[src/rtl/keypad_emulator.sv]
// Passive 4x4 matrix keypad model: presses one key per request, with contact bounce on
// press and release, and answers column strobes combinationally on the row lines.
module keypad_emulator #(
   parameter int unsigned HOLD_CYCLES   = 1_000_000,
   parameter int unsigned BOUNCE_CYCLES = 50_000,
   parameter int unsigned BOUNCE_PERIOD = 5_000,
   parameter int unsigned GAP_CYCLES    = 500_000
) (
   input  logic       clk,
   input  logic       rst_n,
   input  logic [3:0] col,
   output logic [3:0] row,
   input  logic       key_valid,
   input  logic [3:0] key_code,
   output logic       key_ready,
   output logic       busy,
   output logic       done,
   output logic       contact
);

   typedef enum logic [2:0] {
      IDLE    = 3'd0,
      B_PRESS = 3'd1,
      HOLD    = 3'd2,
      B_REL   = 3'd3,
      GAP     = 3'd4
   } state_t;

   localparam logic [31:0] HOLD_LAST   = 32'(HOLD_CYCLES) - 32'd1;
   localparam logic [31:0] BOUNCE_LAST = 32'(BOUNCE_CYCLES) - 32'd1;
   localparam logic [31:0] PERIOD_LAST = 32'(BOUNCE_PERIOD) - 32'd1;
   localparam bit          HAS_BOUNCE  = (BOUNCE_CYCLES != 0);
   localparam bit          HAS_GAP     = (GAP_CYCLES != 0);
   localparam logic [31:0] GAP_LAST    = 32'(GAP_CYCLES) - 32'd1;

   state_t      state_q, state_d;
   logic [31:0] cnt_q, cnt_d;
   logic [31:0] per_q, per_d;
   logic        contact_q, contact_d;
   logic [3:0]  code_q, code_d;
   logic        key_ready_q, key_ready_d;
   logic        busy_q, busy_d;
   logic        done_q, done_d;
   logic        accept;

   assign accept = key_valid & key_ready_q;

   always_comb begin
      state_d   = state_q;
      cnt_d     = cnt_q + 32'd1;
      per_d     = per_q;
      contact_d = contact_q;
      code_d    = code_q;
      done_d    = 1'b0;
      case (state_q)
         IDLE: begin
            cnt_d = '0;
            if (accept) begin
               code_d    = key_code;
               contact_d = 1'b1;
               per_d     = '0;
               state_d   = HAS_BOUNCE ? B_PRESS : HOLD;
            end
         end
         B_PRESS, B_REL: begin
            if (cnt_q == BOUNCE_LAST) begin
               cnt_d = '0;
               per_d = '0;
               if (state_q == B_PRESS) begin
                  state_d   = HOLD;
                  contact_d = 1'b1;
               end else begin
                  state_d   = HAS_GAP ? GAP : IDLE;
                  contact_d = 1'b0;
                  done_d    = !HAS_GAP;
               end
            end else if (per_q == PERIOD_LAST) begin
               per_d     = '0;
               contact_d = ~contact_q;
            end else begin
               per_d = per_q + 32'd1;
            end
         end
         HOLD: begin
            if (cnt_q == HOLD_LAST) begin
               cnt_d     = '0;
               per_d     = '0;
               contact_d = 1'b0;
               if (HAS_BOUNCE) begin
                  state_d = B_REL;
               end else begin
                  state_d = HAS_GAP ? GAP : IDLE;
                  done_d  = !HAS_GAP;
               end
            end
         end
         GAP: begin
            contact_d = 1'b0;
            if (cnt_q == GAP_LAST) begin
               cnt_d   = '0;
               state_d = IDLE;
               done_d  = 1'b1;
            end
         end
         default: begin
            state_d   = IDLE;
            cnt_d     = '0;
            contact_d = 1'b0;
         end
      endcase
      key_ready_d = (state_d == IDLE);
      busy_d      = (state_d != IDLE);
   end

   always_ff @(posedge clk or negedge rst_n) begin
      if (!rst_n) begin
         state_q     <= IDLE;
         cnt_q       <= '0;
         per_q       <= '0;
         contact_q   <= 1'b0;
         code_q      <= '0;
         key_ready_q <= 1'b1;
         busy_q      <= 1'b0;
         done_q      <= 1'b0;
      end else begin
         state_q     <= state_d;
         cnt_q       <= cnt_d;
         per_q       <= per_d;
         contact_q   <= contact_d;
         code_q      <= code_d;
         key_ready_q <= key_ready_d;
         busy_q      <= busy_d;
         done_q      <= done_d;
      end
   end

   // Switch path: no register between col and row, like a real contact.
   always_comb begin
      row = 4'b1111;
      if (contact_q && !col[code_q[1:0]])
         row = ~(4'b0001 << code_q[3:2]);
   end

   assign key_ready = key_ready_q;
   assign busy      = busy_q;
   assign done      = done_q;
   assign contact   = contact_q;

endmodule

[config.mk]
export PLATFORM = sky130hd
export DESIGN_NAME = keypad_emulator
export DESIGN_NICKNAME = d
export VERILOG_FILES = /design/src/rtl/keypad_emulator.sv
export SDC_FILE = /design/constraint.sdc
export NUM_CORES = 1
export LEC_CHECK = 0
export CORE_MARGIN = 1.5
export CORE_UTILIZATION = 65
export CTS_CLUSTER_DIAMETER = 200
export DETAILED_ROUTE_END_ITERATION = 12
export GPL_TIMING_DRIVEN = 0
export PLACE_DENSITY = 0.85
export SKIP_CTS_REPAIR_TIMING = 1
export SYNTH_ARGS = -nofsm -noshare
export SYNTH_HDL_FRONTEND = slang
export SYNTH_SLANG_ARGS = --single-unit
[constraint.sdc]
create_clock -name clk -period 3.7 [get_ports clk]
set_input_delay 0.555 -clock clk [delete_from_list [all_inputs] [get_ports clk]]
set_output_delay 0.555 -clock clk [all_outputs]
set_load 0.03 [all_outputs]
==> results of run 1 <==
-- kinds of logic (layout without fill, tap and decap cells) --
| logic type | count (synthesis) | after routing |
|---|---|---|
| AND/OR/NAND/NOR | 229 | 229 |
| AO/OA/AOI/OAI | 77 | 77 |
| flip-flops | 75 | 75 |
| XOR/XNOR | 30 | 30 |
| buffers and inverters | 30 | 65 |
| multiplexers | 6 | 6 |
| adder cells (fa/ha/maj) | 2 | 2 |
-- state kept, by name (all words and copies together) (netlist names) --
register	count
per_q	32
key_ready	1
done	1
contact	1
cnt_q	32
code_q	4
busy	1
state_q	3
-- final timing paths --
check | end | slack [ps] | cells after the start
max | row[0] | 610 | 5
min | code_q[2]$_DFFE_PN0P_ | 80 | 1
max reg2reg | per_q[10]$_DFFE_PN0P_ | 810 | 8
min reg2reg | per_q[9]$_DFFE_PN0P_ | 510 | 1
max in group asynchronous | key_ready$_DFF_PN1_ | 3010 | 2
min in group clk | per_q[9]$_DFFE_PN0P_ | 510 | 1
-- per-stage QoR --
stage               instances  cell area (µm²)
floorplan                 449             4040
global placement          542             4310
detailed placement        543             4340
CTS                       559             4550
global route              559             4550
finish                    559             4550
-- cell usage in the layout (no fill, tap or decap), types with 11 or more instances in the layout --
cell type	count
inv_1	12
nor2_1	55
nor4_1	13
nand4_1	14
dfrtp_1	74
and3_1	12
xnor2_1	11
o21ai_1	11
a21oi_1	17
nand2_1	39
nand3_1	35
clkdlybuf4s50_1	17
xor2_1	19
nor3_1	24
o21ai_0	25
clkbuf_8	12
-- area by class of cell --
cell class	count	area share (%)
plain buffers	18	2.06
clock buffers	12	3.63
clock inverters	4	1.05
inverters	12	0.990
multi-input cells	344	44.4
flip-flops and latches	75	41.3
well taps	75	2.06
repair buffers	19	4.51
-- metal layers --
metal | global-route usage (%) | wire, µm
met1 | 41.4 | 3990
met3 | 4.11 | 506
met2 | 52.9 | 4630
met4 | 13.7 | 266
met5 | 0 | 0
-- where the power goes --
part | internal [µW] | leakage (µW) | switching [µW]
logic | 217 | 0.000800 | 287
registers | 923 | 0.00101 | 118
clock network | 365 | 0.000108 | 303
==> run summary, run 1 <==
Max Cap Viol: 0
Drt first pass iters: 5
Crit path DAT: 2540 ps
GRT overflow: 0
Yosys cell types: 48
Place WS: 606 ps
Seq/Total Area, Yosys: 46.5%
VDD IR-drop max: 0.349 mV
Rows: 28
ANT cells: 0
Core Footprint: 0.00596 mm²
Fmax: 0.323 GHz
CTS H-Tree Depth: 3
CTS tree: built
Synth Flop Type: dfrtp_1
Multi-input logic area: 0.00202 mm²
Largest cells by area after synthesis: dfrtp_1 46%, nor2_1 5.1%, nand3_1 4.3%, xor2_1 4.1%, nand2_1 3.6%
Initial Utilization: 67.8%
Crit path buffers/inverters: 2
Critical path type: in2out
Final HPWL DP: 6410 µm
Critical Path RT: 3140 ps
DRT Wirelength: 9400 µm
Final Core Density: 76.4%
Skew final: 11.5 ps
Area growth syn-to-layout: 12.7%
Remaining routing DRC violations: 0
Die Height: 81.8 µm
Vias in the first global route: 3457
Fin. max-slew vios: 0
Ports: 19
Share of post-route cells with drive strength above 1: 8.68%
Synthesis Warnings: 0
Yosys top cell area share: 45.9%
Final WS setup: 608 ps
Syn Area/Cell: 8.99 µm²
Sequential Area: 0.00188 mm²
Critical path's most frequent cell: clkdlybuf4s50_1
Crit. End Element: output pin
Worst slew pin tran: 1030 ps
Die X: 81.8 µm
DR iter-0 viols: 327
Synth Area in Adders: 0.620%
Crit path cell chain: clkdlybuf4s50_1, mux4_2, nand2b_1, or3_1, clkdlybuf4s50_1
Seq cells post-synth: 75
Largest family of logic cells by synthesized area: simple AND/OR/NAND/NOR gates
Pwr Density: 486 mW/mm²
Mux cell area share after synthesis: 1.92%
Synth top cells by count: 74 x dfrtp_1, 55 x nor2_1, 39 x nand2_1
Synth Area in Compound Gates: 11.4%
Setup crit start: col[2]
Critical path's largest stage delay: 600 ps
Simple-Gate Fraction of Synth Area: 29.6%
Vias: 3600
Routed Antenna Nets: 0
Status: finished, final reports clean
Synth Cell Area: 0.00404 mm²
Die Area: 0.00669 mm²
P_leak: 0.00192 µW
Final setup viols: 0
Clock Latency Late Sink: 350 ps
R2R Path Start: per_q[0]$_DFFE_PN0P_
CTS Sinks: 75
First-pass GRT wire length: 16100 µm
Gate count of the mapped netlist: 449
Hold_ws: 82.3 ps
CTS Buf Count: 9
Hold Violations, Final: 0
CP max FO: 4
WL/cell: 16.8 µm
Xor-xnor portion of the synthesized cell area: 6.51%
Period utilization: 83.6%
Most common cell in the netlist: dfrtp_1
Slew margin rel.: 30.9%
RSZ-0062 raised after global routing: false
Clock Path Buffers: 2
Final Wtd Congestion: 0.952
Vias per cell: 6.44
Worst Hold Class: in2async
Fin crit period: 3090 ps
Total Power: 2210 µW
Top cell type by total area after synthesis: dfrtp_1
Syn_nets: 462
Slowest stage cell, crit path: clkdlybuf4s50_1
Number of antenna violations at the first check in global routing: 0
Critical Path Source Type: input pin
Async S/R FF share, synth: 100%
Root Buffer Master: clkbuf_8
Gr usage total: 31.7%
# port buffers: 18
CP top delay family: buffers and inverters
Clk slew on worst S/H paths: 80 ps
Fill cells: 406
Pin count of the biggest net entering global routing: 57
Setup TNS: 0 ps
Final nets: 492
EDFF count, synth: 0
Power figures use the tool's default switching activity.
==> run 2, diff against run 1 <==
CORE_UTILIZATION = 60   (was 65)
PLACE_DENSITY = 0.79   (was 0.85)
clock period = 3 ns   (was 3.7 ns; I/O delays follow)
==> run 2 against run 1 <==
  * The flow now finishes with violations (DRC, hold timing)
  * First-iteration DRC count rose by 1.5%
  * Sequential share of layout area fell by 0.10 points
  * Global-route usage fell by 4.1 points
  * Power rose by 24%
  * Final area rose by 0.25%
  * Final cell count rose by 0.36%
  * Setup slack got worse by 450 ps
  * Critical path type unchanged
  * Critical endpoint unchanged
  * Largest power group unchanged
==> run summary, run 2 (synthesis results as in run 1) <==
Status: finished, violations left
Violated checks: DRC, hold timing
Gr usage total: 27.6%
Die X: 85.0 µm
Remaining routing DRC violations: 2
Final Core Density: 71.0%
RSZ-0062 raised after global routing: false
VDD IR-drop max: 0.379 mV
P_leak: 0.00192 µW
WL/cell: 16.4 µm
Critical Path Source Type: input pin
Initial Utilization: 62.9%
Final Wtd Congestion: 0.867
Fin. max-slew vios: 0
Rows: 29
DRT Wirelength: 9220 µm
Most frequent cells in the layout: 74 x dfrtp_1, 55 x nor2_1, 39 x nand2_1, 35 x nand3_1, 25 x o21ai_0
GRT overflow: 0
Vias in the first global route: 3465
Pwr Density: 603 mW/mm²
Drt first pass iters: 9
CTS H-Tree Depth: 3
Root Buffer Master: clkbuf_8
Fmax: 0.352 GHz
Ports: 19
Hold Violations, Final: 22
Vias per cell: 6.31
Final setup viols: 0
Worst Hold Class: in2async
Area growth syn-to-layout: 13.0%
Pin count of the biggest net entering global routing: 54
Share of post-route cells with drive strength above 1: 8.47%
CTS Buf Count: 9
Routed Antenna Nets: 0
# port buffers: 18
Placed Area: 0.00434 mm²
Clock Path Buffers: 2
Hold_ws: -19.7 ps
Final HPWL DP: 6290 µm
Critical Path RT: 2550 ps
Worst slew pin tran: 1040 ps
Clock Latency Late Sink: 360 ps
DR iter-0 viols: 332
First-pass GRT wire length: 15800 µm
Final WS setup: 163 ps
Die Area: 0.00723 mm²
Final nets: 492
Largest regs: cnt_q x32, per_q x32, code_q x4
Crit. End Element: output pin
Number of antenna violations at the first check in global routing: 0
ANT cells: 0
Skew final: 11.6 ps
CTS Sinks: 75
Max Cap Viol: 0
CTS tree: built
Critical path type: in2out
Slew margin rel.: 29.9%
Clk slew on worst S/H paths: 80 ps
Crit path DAT: 2390 ps
Vias: 3542
Core Footprint: 0.00642 mm²
Die Height: 85.0 µm
CP max FO: 4
Fin crit period: 2840 ps
Period utilization: 94.6%
Place WS: 167 ps
Most common cell after layout, fill and taps aside: dfrtp_1
Fin area: 0.00456 mm²
==> run 2: changes by cell type in the layout (fill, tap and decap cells not counted), sizes merged <==
cell / before / now
clkbuf: 20 / 19
bufinv: 1 / 2
==> run 2: worst paths after layout <==
path,depth (start not counted),endpoint,slack (ps),from
worst max register to register,8,per_q[7]$_DFFE_PN0P_,210,per_q[0]$_DFFE_PN0P_
max in group asynchronous,2,key_ready$_DFF_PN1_,2420,rst_n
min in group clk,1,cnt_q[0]$_DFF_PN0_,490,cnt_q[0]$_DFF_PN0_
worst max-delay path,5,row[0],160,col[3]
worst min-delay path,1,per_q[12]$_DFFE_PN0P_,-20,rst_n
worst min register to register,1,cnt_q[0]$_DFF_PN0_,490,cnt_q[0]$_DFF_PN0_
==> run 2: power by group <==
group	internal (µW)	total (µW)	switching [µW]
logic	269	624	355
registers	1140	1280	141
clock network	466	848	382
total	1870	2750	878
==> run 2: cell type report <==
class	instances	area, µm²
multi-input combinational	344	2030
sequential	75	1880
fill	483	1860
timing repair buffer	19	205
clock buffer	11	131
tap	77	96.3
buffer	18	93.8
clock inverter	5	77.6
inverter	12	45.0
==> run 2: critical path: stages <==
cell and delay (ps):
clkdlybuf4s50_1 400, mux4_2 450, nand2b_1 190, or3_1 310, clkdlybuf4s50_1 590
==> run 2: routing by layer <==
metal / vias to the layer above / part of all wire, % / track usage [%] / routed length (µm)
met1: 1731 / 44 / 35.5 / 4070
li1: 1676 / - / - / -
met4: 0 / 2.0 / 13.9 / 182
met2: 117 / 49 / 45.7 / 4560
met5: - / 0 / 0 / 0
met3: 18 / 4.4 / 3.79 / 410
==> run 2: per-stage QoR <==
step | hold slack, ps | setup TNS [ps] | power, µW | instances
floorplan | 154 | 0 | 1690 | 449
global placement | 469 | -81460 | 1880 | 544
detailed placement | 372 | 0 | 1910 | 545
CTS | -6.40 | 0 | 2740 | 561
global route | 4.31 | 0 | 2880 | 561
finish | -19.7 | 0 | 2750 | 561
